**src/rtl/serial_add_8bit.sv**
```systemverilog
// Bit-serial adder: r = x + y + ci, one bit per clock LSB first, using a single
// full-adder slice, a registered carry and a start/busy/done handshake.
module serial_add_8bit #(
    parameter int unsigned WIDTH = 8
) (
    input  logic             clk,
    input  logic             rst,
    input  logic             start,
    input  logic [WIDTH-1:0] x,
    input  logic [WIDTH-1:0] y,
    input  logic             ci,
    output logic             busy,
    output logic             done,
    output logic [WIDTH-1:0] r,
    output logic             co,
    output logic             of
);

    localparam int unsigned CntW = (WIDTH > 2) ? $clog2(WIDTH) : 1;

    localparam logic [1:0] StIdle = 2'd0;
    localparam logic [1:0] StRun  = 2'd1;
    localparam logic [1:0] StDone = 2'd2;

    logic [1:0]       state_q, state_d;
    logic [WIDTH-1:0] xs_q, xs_d;
    logic [WIDTH-1:0] ys_q, ys_d;
    logic [WIDTH-1:0] acc_q, acc_d;
    logic             c_q, c_d;
    logic [CntW-1:0]  cnt_q, cnt_d;
    logic [WIDTH-1:0] r_q, r_d;
    logic             co_q, co_d;
    logic             of_q, of_d;
    logic             busy_q, busy_d;
    logic             done_q, done_d;

    // Full-adder slice on the current LSBs and the registered carry.
    logic             sum_bit;
    logic             carry_nxt;
    logic             cnt_last;
    logic [WIDTH-1:0] acc_shift;

    assign sum_bit   = xs_q[0] ^ ys_q[0] ^ c_q;
    assign carry_nxt = (xs_q[0] & ys_q[0]) | (xs_q[0] & c_q) | (ys_q[0] & c_q);
    assign cnt_last  = (cnt_q == CntW'(WIDTH - 1));
    assign acc_shift = {sum_bit, acc_q[WIDTH-1:1]};

    always_comb begin
        state_d = state_q;
        xs_d    = xs_q;
        ys_d    = ys_q;
        acc_d   = acc_q;
        c_d     = c_q;
        cnt_d   = cnt_q;
        r_d     = r_q;
        co_d    = co_q;
        of_d    = of_q;
        busy_d  = busy_q;
        done_d  = 1'b0;

        unique case (state_q)
            StIdle, StDone: begin
                if (start) begin
                    xs_d    = x;
                    ys_d    = y;
                    c_d     = ci;
                    acc_d   = '0;
                    cnt_d   = '0;
                    busy_d  = 1'b1;
                    state_d = StRun;
                end else begin
                    busy_d  = 1'b0;
                    state_d = StIdle;
                end
            end

            StRun: begin
                xs_d  = {1'b0, xs_q[WIDTH-1:1]};
                ys_d  = {1'b0, ys_q[WIDTH-1:1]};
                acc_d = acc_shift;
                c_d   = carry_nxt;
                cnt_d = cnt_q + 1'b1;
                if (cnt_last) begin
                    // c_q here is the carry into the MSB.
                    r_d     = acc_shift;
                    co_d    = carry_nxt;
                    of_d    = c_q ^ carry_nxt;
                    busy_d  = 1'b0;
                    done_d  = 1'b1;
                    state_d = StDone;
                end
            end

            default: begin
                busy_d  = 1'b0;
                state_d = StIdle;
            end
        endcase
    end

    always_ff @(posedge clk or posedge rst) begin
        if (rst) begin
            state_q <= StIdle;
            xs_q    <= '0;
            ys_q    <= '0;
            acc_q   <= '0;
            c_q     <= 1'b0;
            cnt_q   <= '0;
            r_q     <= '0;
            co_q    <= 1'b0;
            of_q    <= 1'b0;
            busy_q  <= 1'b0;
            done_q  <= 1'b0;
        end else begin
            state_q <= state_d;
            xs_q    <= xs_d;
            ys_q    <= ys_d;
            acc_q   <= acc_d;
            c_q     <= c_d;
            cnt_q   <= cnt_d;
            r_q     <= r_d;
            co_q    <= co_d;
            of_q    <= of_d;
            busy_q  <= busy_d;
            done_q  <= done_d;
        end
    end

    assign busy = busy_q;
    assign done = done_q;
    assign r    = r_q;
    assign co   = co_q;
    assign of   = of_q;

endmodule

```
**config.mk**
```make
export PLATFORM = sky130hd
export DESIGN_NAME = serial_add_8bit
export DESIGN_NICKNAME = d
export VERILOG_FILES = /design/src/rtl/serial_add_8bit.sv
export SDC_FILE = /design/constraint.sdc
export NUM_CORES = 1
export LEC_CHECK = 0
export CORE_UTILIZATION = 40
export CTS_BUF_LIST = sky130_fd_sc_hd__clkbuf_8
export CTS_CLUSTER_SIZE = 10
export DETAILED_ROUTE_END_ITERATION = 8
export GPL_ROUTABILITY_DRIVEN = 0
export PLACE_DENSITY_LB_ADDON = 0.25
export SLEW_MARGIN = 20
export SYNTH_ARGS = -nofsm -noshare
export SYNTH_HDL_FRONTEND = slang
export SYNTH_SLANG_ARGS = --single-unit
export TNS_END_PERCENT = 10
```
**constraint.sdc**
```tcl
create_clock -name clk -period 4.25 [get_ports clk]
set_input_delay 1.0625 -clock clk [delete_from_list [all_inputs] [get_ports clk]]
set_output_delay 1.0625 -clock clk [all_outputs]
set_load 0.05 [all_outputs]
```
Yosys cells after proc, flatten, opt, wreduce, memory -nomap -nowiden
Cells that the tools add are included.
Widths: inputs -> output; s select.
{"block": "totals", "regBits": 42, "elab_cells": 48}
{"block": "classes", "n_addsub": 1, "eq_ne": 5, "muxes": 18, "n_bitwise": 8, "n_reduce_logical": 5}
{"operator": "$pmux 8 s2", "count": 3}
{"operator": "$mux 8", "count": 3}
{"operator": "$mux 1", "count": 6}
{"operator": "$pmux 3 s2", "count": 1}
{"operator": "$ne 2x2->1 const B", "count": 2}
{"operator": "$pmux 1 s2", "count": 2}
{"operator": "$pmux 2 s2", "count": 1}
{"operator": "$reduce_and 2->1", "count": 2}
{"operator": "$add 3x1->3 const B", "count": 1}
{"operator": "$and 1x1->1", "count": 3}
{"operator": "$eq 3x3->1 const B", "count": 1}
{"operator": "$mux 3", "count": 1}
{"operator": "$xor 1x1->1", "count": 3}
{"operator": "$eq 2x1->1 const B", "count": 1}
{"operator": "$eq 2x2->1 const B", "count": 1}
{"operator": "$logic_not 2->1", "count": 1}
{"operator": "$mux 2", "count": 1}
{"operator": "$or 1x1->1", "count": 2}
{"operator": "$reduce_bool 2->1", "count": 1}
{"operator": "$reduce_or 2->1", "count": 1}

Depth between registers and ports, before layout
Gate-level depths: netlist (run 1).
{"block": "logic_depth", "depth_word": 4, "ltp_mapped": 6}

Worst setup path before layout (run 1)
No wires, ideal clock.
{"block": "synth_timing", "kind": "input port to flip-flop", "start": "in start", "end": "reg c_q", "setup_ns": 0.121, "arrival_time_ns": 1.578, "required_ns": 4.129, "path_slack_ns": 2.552, "cell_stages": 4, "cell_sequence": "and2b_2 -> buf_6 -> nor3_1 -> nor2_1"}
{"block": "synth_between", "elab_chain_cells": 2}
{"element": "start: declaration", "line": "8", "rtl": "input logic start,"}
{"element": "$ne 2x2->1 (no line)"}
{"element": "$reduce_and 2->1 (no line)"}
{"element": "end signal: assignment", "line": "107", "rtl": "c_q <= 1'b0;"}
{"element": "end signal: assignment", "line": "119", "rtl": "c_q <= c_d;"}
{"element": "end: declaration", "line": "29", "rtl": "logic c_q, c_d;"}
Every way passes these cells.
A chain may end at the register's enable or synchronous reset.

Final worst setup path (run 1)
{"block": "layout_timing", "start": "reg co_q (netlist: co)", "end": "out co"}
{"element": "start: declaration", "line": "32", "rtl": "logic co_q, co_d;"}
{"element": "start signal: assignment", "line": "122", "rtl": "co_q <= co_d;"}
{"element": "end: declaration", "line": "15", "rtl": "output logic co,"}
No word-level cell between the ends.

==> flow_metrics.env, run 1 <==
export IMPL_status="complete, no violations"
export IMPL_power_share_clock_pct=18.2
export IMPL_wirelength_um=3338
export IMPL_core_sq_um=4354
export IMPL_synthCells=144
export IMPL_drc=0
export IMPL_setup_ws_ns=1.709
export IMPL_cts_sinks=41
export IMPL_post_cts_buffers=0
export IMPL_cpPeakStageDelay_ns=0.82
export IMPL_cts_made_buffers=5
export IMPL_grtUsageMet2_pct=23.62
export IMPL_switching_share_pct=38.52
export IMPL_tritoncts="yes"
export IMPL_crit_chain="clkdlybuf4s50_1"
export IMPL_final_core_util_pct=51.35
export IMPL_die_y_um=69.44
export IMPL_worstMarginPinSlew_ns=0.7826
export IMPL_grt_pass1_wl_um=5802
export IMPL_critPathLaunchType="register"
export IMPL_yosys_area_share_simple_pct=10.87
export IMPL_nFillCells=369
export IMPL_use_met3_pct=4.942
export IMPL_grt_pass1_vias=1206
export IMPL_critPathCaptureType="output port"
export IMPL_yosysTopAreaCell="dfrtp_1"
export IMPL_p_comb_share_pct=42.9
export IMPL_path_class="register to output port"
export IMPL_die_w_um=69.44
export IMPL_path_delay_family="buffers and inverters"
export IMPL_maxSlewViolCount=0
export IMPL_irDropWorstVdd_v=0.0002909
export IMPL_die_area_sq_um=4822
export IMPL_synthAdderAreaFrac_pct=2.476
export IMPL_layout_nets=196
export IMPL_final_layout_size_suffix_gt1_share_pct=13.79
export IMPL_multiInputGateArea_sq_um=691.9
export IMPL_synth_top_family_by_area="compound AO/OA/AOI/OAI gates"
export IMPL_synth_seq_area_share_pct=56.40
export IMPL_cts_root_buf="clkbuf_8"
export IMPL_grt_usage_pct=15.65
export IMPL_viasPerCell=5.376
export IMPL_max_slew_margin_pct=47.77
export IMPL_start_util_pct=41.78
export IMPL_wire_per_inst_um=14.77
export IMPL_setup_violations=0
export IMPL_num_vias=1215
export IMPL_synth_area_sq_um=1819
export IMPL_grt_use_met1_pct=20.71
export IMPL_rsz0062_at_grt="false"
export IMPL_yosysUniqueCellTypes=27
export IMPL_cts_hold_buf=0
export IMPL_synth_compound_area_share_pct=13.41
export IMPL_rows=24
export IMPL_grt_overflow=0
export IMPL_clk_pin_slew_ns=0.08
export IMPL_clock_latency_ns=0.30
export IMPL_syn_nets=167
export IMPL_antenna_cells=0
export IMPL_top_usage_layer="met2"
export IMPL_period_needed_ns=2.541
export IMPL_cts_resized=0
export IMPL_dp_slack_ns=1.604
export IMPL_avgSynthCellArea_sq_um=12.63
export IMPL_p_leak_nw=0.9832
export IMPL_final_period_utilization_pct=59.78
export IMPL_synth_seq_cells=41
export IMPL_hold_ws_ns=0.4857
export IMPL_cts_buffer_depth=2
export IMPL_arrival_ns=1.48
export IMPL_p_per_area_nw_per_um2=813.3
export IMPL_place_hpwl_um=2304
export IMPL_synth_area_mux_share_pct=10.80
export IMPL_hold_path_class="register to register"
export IMPL_ff_latch_area_sq_um=1026
export IMPL_grt_start_max_net_pins=22
export IMPL_worstPathRequired_ns=3.19
export IMPL_antenna_found_initial=0
export IMPL_power_internal_mw=1.118
export IMPL_crit_buf_inv=1
export IMPL_final_antenna_net_count=0
export IMPL_yosysWarnings=0
export IMPL_cts_max_level=2
export IMPL_ys_top_cells_by_area="dfrtp_1 56%, a22o_1 5.3%, mux2_4 5.0%"
export IMPL_p_total_mw=1.819
export IMPL_synth_top_cell_area_share_pct=56.40
export IMPL_hold_viol=0
export IMPL_num_io_pins=32
export IMPL_first_pass_iters=6
export IMPL_syn_to_final_growth_pct=22.90
export IMPL_drv_cap=0
export IMPL_slowest_stage="clkdlybuf4s50_1"
export IMPL_synth_xor_area_share_pct=0.4814
export IMPL_finClkSkew_ns=0.009915
export IMPL_fin_setup_tns_ns=0
export IMPL_max_freq_mhz=393.6
export IMPL_seqPwrFrac_pct=38.8
export IMPL_crit_fanout=2
export IMPL_first_iter_violations=41
export IMPL_port_buffers=31
export IMPL_power_switching_mw=0.7005
layer usage:
metal  wire length, um  part of all wire, %  up-vias
met5                 0                    0        -
met3               137                  4.1        4
met2              1562                   47       33
li1                  -                    -      572
met1              1593                   48      606
met4                45                  1.3        0
path summary, 6_finish.rpt:
kind | from | endpoint | slack (ns) | cells after the start
hold / removal | of | of | 0.49 | 2
max in group asynchronous | rst | xs_q[3] | 2.27 | 3
hold reg to reg | of | of | 0.49 | 2
setup / recovery | co | co | 1.71 | 1
setup reg to reg | state_q[0] | cnt_q[2] | 2.54 | 3
min in group asynchronous | rst | acc_q[5] | 1.20 | 2
cell families (layout without fill, tap and decap cells):
group,after synthesis,count (layout)
DFF,41,41
AOI/OAI and AO/OA,35,35
and+or+nand+nor,34,34
muxes,16,16
buffers and inverters,14,44
adders and majority gates,3,3
xor gates and xnor gates,1,1
registers in the layout, indices dropped and copies added, names as in the netlist:
signal and count:
done 1, r 8, co 1, cnt_q 3
xs_q 8, acc_q 7, c_q 1, state_q 2
ys_q 8, busy 1, of 1
Yosys cell counts (all sizes together):
cell type / number
dfrtp: 41
nor2: 12
a22o: 11
mux2: 11
buf: 10
nor3: 10
o22ai: 10
nor2b: 6
a211oi: 5
a21oi: 5
mux2i: 5
inv: 4
o21ai: 3
ha: 2
nand2b: 2
and2b: 1
fa: 1
nand2: 1
nand3: 1
nand3b: 1
o31ai: 1
xnor2: 1
layout make-up:
type | count | area share (%)
multi-input combinational | 89 | 30.95
timing repair buffer | 32 | 14.21
inverter | 4 | 0.6715
sequential | 41 | 45.89
clock inverter | 2 | 1.679
clock buffer | 6 | 3.693
tap | 52 | 2.910
through the flow:
stage	std cells	area (sq um)
after floorplan	144	1819
after global placement	218	2116
after detailed placement	218	2116
after CTS	226	2236
after global routing	226	2236
final	226	2236
cell usage in the layout (no fill, tap or decap), types with 4 or more instances in the layout:
master / count
a211oi_1: 5
a21oi_1: 5
a22o_1: 11
clkbuf_8: 6
clkdlybuf4s50_1: 31
dfrtp_1: 41
inv_1: 4
mux2_2: 5
mux2_4: 6
mux2i_1: 5
nor2_1: 11
nor2b_1: 5
nor3_1: 10
o22ai_1: 10
power groups by stage:
stage / Clock [mW] / Sequential, mW / Combinational, mW
floorplan: 0 / 0.831 / 0.499
global route: 0.361 / 0.736 / 0.848
global placement: 0 / 0.707 / 0.766
detailed placement: 0 / 0.714 / 0.791
finish: 0.332 / 0.706 / 0.781
CTS: 0.339 / 0.708 / 0.790
Note: power is estimated with default switching activity, not from simulation.
==> run 2: changes to the inputs <==
==> constraint.sdc (replaced) <==
create_clock -name clk -period 2.6 [get_ports clk]
set_input_delay 0.65 -clock clk [delete_from_list [all_inputs] [get_ports clk]]
set_output_delay 0.65 -clock clk [all_outputs]
set_load 0.05 [all_outputs]
==> flow_metrics.env, run 2 (synthesis gave the netlist of run 1 again) <==
export IMPL_grt_usage_pct=14.77
export IMPL_tritoncts="yes"
export IMPL_post_cts_buffers=0
export IMPL_first_pass_iters=6
export IMPL_finClkSkew_ns=0.007671
export IMPL_grt_pass1_vias=1198
export IMPL_cts_root_buf="clkbuf_8"
export IMPL_status="complete, but fails checks"
export IMPL_clk_pin_slew_ns=0.08
export IMPL_path_delay_family="buffers and inverters"
export IMPL_grt_pass1_wl_um=5589
export IMPL_layout_common_cells="41 x dfrtp_1, 31 x clkdlybuf4s50_1, 11 x a22o_1, 11 x nor2_1"
export IMPL_die_y_um=69.44
export IMPL_max_slew_margin_pct=62.71
export IMPL_maxSlewViolCount=0
export IMPL_die_w_um=69.44
export IMPL_p_leak_nw=0.9797
export IMPL_num_vias=1215
export IMPL_drv_cap=0
export IMPL_wirelength_um=3269
export IMPL_violations="DRC"
export IMPL_cts_made_buffers=5
export IMPL_wire_per_inst_um=14.40
export IMPL_port_buffers=31
export IMPL_drc=1
export IMPL_worstPathRequired_ns=1.95
export IMPL_setup_ws_ns=0.4912
export IMPL_rsz0062_at_grt="false"
export IMPL_crit_fanout=2
export IMPL_rows=24
export IMPL_nFillCells=388
export IMPL_antenna_found_initial=0
export IMPL_start_util_pct=41.78
export IMPL_period_needed_ns=2.109
export IMPL_p_total_mw=2.830
export IMPL_cts_buffer_depth=2
export IMPL_critPathLaunchType="register"
export IMPL_grt_overflow=0
export IMPL_cp_depth=1
export IMPL_final_antenna_net_count=0
export IMPL_arrival_ns=1.46
export IMPL_viasPerCell=5.352
export IMPL_final_layout_size_suffix_gt1_share_pct=13.71
export IMPL_irDropWorstVdd_v=0.0004902
export IMPL_layout_nets=197
export IMPL_core_sq_um=4354
export IMPL_die_area_sq_um=4822
export IMPL_first_iter_violations=100
export IMPL_syn_to_final_growth_pct=21.25
export IMPL_dp_slack_ns=0.7055
export IMPL_clock_latency_ns=0.29
export IMPL_path_class="register to output port"
export IMPL_grt_start_max_net_pins=42
export IMPL_critPathCaptureType="output port"
export IMPL_crit_buf_inv=1
export IMPL_hold_path_class="register to register"
export IMPL_r2r_cells=3
export IMPL_hold_depth=2
export IMPL_cts_hold_buf=0
export IMPL_cpPeakStageDelay_ns=0.80
export IMPL_num_io_pins=32
export IMPL_antenna_cells=0
export IMPL_final_common_cell="dfrtp_1"
export IMPL_max_freq_mhz=474.2
export IMPL_hold_viol=0
export IMPL_slowest_stage="clkdlybuf4s50_1"
export IMPL_worstMarginPinSlew_ns=0.5594
export IMPL_fin_setup_tns_ns=0
export IMPL_place_hpwl_um=2146
export IMPL_setup_violations=0
export IMPL_cts_sinks=41
export IMPL_cts_max_level=2
export IMPL_cts_resized=0
export IMPL_crit_chain="clkdlybuf4s50_1"
export IMPL_p_per_area_nw_per_um2=1283
export IMPL_final_period_utilization_pct=81.11
-- run 2: path summary, 6_finish.rpt --
path	to	from	slack [ns]
min in group asynchronous	done	rst	0.80
hold / removal	of	of	0.50
hold reg to reg	of	of	0.50
max in group asynchronous	xs_q[1]	rst	1.44
setup / recovery	r[7]	r[7]	0.49
setup reg to reg	ys_q[7]	state_q[0]	0.92
-- run 2: layout make-up --
cell class,count,area (sq um),share of cell area [%]
Multi-Input combinational cell,89,691.9,31.37
Clock buffer,5,68.82,3.120
Inverter,4,15.01,0.6807
Tap cell,52,65.06,2.950
Sequential cell,41,1026,46.51
Clock inverter,3,13.76,0.6239
Timing Repair Buffer,33,325.3,14.75
-- run 2: layer usage --
| layer | up-vias | GRT usage (%) | part of all wire [%] |
|---|---|---|---|
| met2 | 33 | 23.84 | 47 |
| li1 | 575 | - | - |
| met5 | - | 0 | 0 |
| met3 | 5 | 3.924 | 4.1 |
| met1 | 602 | 18.79 | 47 |
| met4 | 0 | 6.122 | 1.5 |
-- run 2: metrics by stage --
step	area, sq um	std cells	utilization [%]	hold WS (ns)
3_5_place_dp	2123	219	48.76	0.4875
5_1_grt	2206	227	50.66	0.5239
6_report	2206	227	50.66	0.4990
2_1_floorplan	1819	144	-	0.4640
4_1_cts	2206	227	50.66	0.5056
3_3_place_gp	2123	219	48.76	0.4682
-- run 2: where the power goes --
group / internal, mW / leakage (nW) / switching [mW]
Sequential: 0.928 / 0.506 / 0.233
Combinational: 0.591 / 0.424 / 0.682
Clock: 0.182 / 0.0491 / 0.213
==> run 3: changes to the inputs <==
==> constraint.sdc (replaced) <==
create_clock -name clk -period 2.04 [get_ports clk]
set_input_delay 0.51 -clock clk [delete_from_list [all_inputs] [get_ports clk]]
set_output_delay 0.51 -clock clk [all_outputs]
set_load 0.05 [all_outputs]
==> flow_metrics.env, run 3 (synthesis gave the netlist of run 1 again) <==
export IMPL_antenna_cells=0
export IMPL_max_freq_mhz=509.2
export IMPL_p_per_area_nw_per_um2=1634
export IMPL_max_slew_margin_pct=61.15
export IMPL_layout_nets=198
export IMPL_clock_latency_ns=0.29
export IMPL_fin_setup_tns_ns=0
export IMPL_status="complete, no violations"
export IMPL_grt_usage_pct=15.05
export IMPL_rows=24
export IMPL_cts_hold_buf=0
export IMPL_worstHoldStart="of"
export IMPL_critPathLaunchType="register"
export IMPL_cts_made_buffers=5
export IMPL_final_antenna_net_count=0
export IMPL_num_io_pins=32
export IMPL_grt_pass1_vias=1138
export IMPL_worstPathRequired_ns=1.53
export IMPL_multiInputGateArea_sq_um=691.9
export IMPL_crit_buf_inv=1
export IMPL_layout_common_cells="41 x dfrtp_1, 28 x clkdlybuf4s50_1, 11 x a22o_1, 11 x nor2_1"
export IMPL_ff_latch_area_sq_um=1026
export IMPL_irDropWorstVdd_v=0.0005900
export IMPL_path_delay_family="buffers and inverters"
export IMPL_cts_root_buf="clkbuf_8"
export IMPL_period_needed_ns=1.964
export IMPL_placed_cells=220
export IMPL_final_layout_size_suffix_gt1_share_pct=14.77
export IMPL_viasPerCell=5.316
export IMPL_r2r_start="state_q[0]"
export IMPL_final_common_cell="dfrtp_1"
export IMPL_arrival_ns=1.45
export IMPL_cp_depth=1
export IMPL_drv_cap=0
export IMPL_hold_path_class="register to register"
export IMPL_clk_pin_slew_ns=0.08
export IMPL_wirelength_um=3317
export IMPL_slowest_stage="clkdlybuf4s50_1"
export IMPL_grt_start_max_net_pins=42
export IMPL_setup_violations=0
export IMPL_finClkSkew_ns=0.006185
export IMPL_cp_startpoint="r[7]"
export IMPL_die_y_um=69.44
export IMPL_cts_max_level=2
export IMPL_grt_pass1_wl_um=5595
export IMPL_core_sq_um=4354
export IMPL_crit_fanout=2
export IMPL_die_w_um=69.44
export IMPL_r2r_cells=3
export IMPL_hold_ws_ns=0.4871
export IMPL_nFillCells=374
export IMPL_post_cts_buffers=0
export IMPL_critPathCaptureType="output port"
export IMPL_grt_overflow=0
export IMPL_die_area_sq_um=4822
export IMPL_crit_chain="clkdlybuf4s50_1"
export IMPL_syn_to_final_growth_pct=21.11
export IMPL_maxSlewViolCount=0
export IMPL_rsz0062_at_grt="false"
export IMPL_antenna_found_initial=0
export IMPL_p_leak_nw=0.9920
export IMPL_drc=0
export IMPL_path_class="register to output port"
export IMPL_first_pass_iters=5
export IMPL_place_hpwl_um=2251
export IMPL_cts_resized=0
export IMPL_first_iter_violations=59
export IMPL_final_period_utilization_pct=96.26
export IMPL_wire_per_inst_um=14.55
export IMPL_cts_buffer_depth=2
export IMPL_cpPeakStageDelay_ns=0.80
export IMPL_worstMarginPinSlew_ns=0.5827
export IMPL_tritoncts="yes"
export IMPL_hold_depth=2
export IMPL_cts_sinks=41
export IMPL_hold_viol=0
export IMPL_num_vias=1212
export IMPL_port_buffers=31
export IMPL_start_util_pct=41.78
export IMPL_instances_no_fill=228
export IMPL_final_core_util_pct=50.60
run 3: cell count changes in the layout (fill, tap and decap cells not counted):
cell             delta
clkdlybuf4s50_1     -3
buf_4               +4
inv_1               +2
clkinv_2            -2
run 3: report_power, final:
group          internal [mW]  switching, mW  leakage [nW]
Clock                  0.228          0.264        0.0519
Combinational          0.754          0.871         0.434
Sequential              1.18          0.299         0.506
run 3: layer usage:
metal	vias to the layer above	global-route usage, %	wire, um
met5	-	0	0
met4	0	6.803	60
met3	6	4.651	180
met2	36	21.90	1473
met1	589	20.61	1602
li1	581	-	-
run 3: cell type report:
class,count,area share (%)
Tap cell,52,2.953
Multi-Input combinational cell,89,31.40
Inverter,4,0.6814
Timing Repair Buffer,34,14.76
Sequential cell,41,46.56
Clock inverter,3,0.5111
Clock buffer,5,3.123
run 3: worst paths after layout:
path,endpoint,slack [ns]
setup / recovery,r[7],0.08
hold / removal,of,0.49
setup reg to reg,ys_q[1],0.40
hold reg to reg,of,0.49
max in group asynchronous,r[0],1.05
min in group asynchronous,done,0.64
run 3: metrics by stage:
| step | setup slack (ns) | instance area (sq um) | power, mW |
|---|---|---|---|
| floorplan | 0.5840 | 1819 | 2.769 |
| global placement | 0.3011 | 2123 | 3.075 |
| detailed placement | 0.2307 | 2123 | 3.136 |
| CTS | 0.06230 | 2203 | 3.629 |
| global route | 0.03199 | 2203 | 3.851 |
| finish | 0.07622 | 2203 | 3.600 |
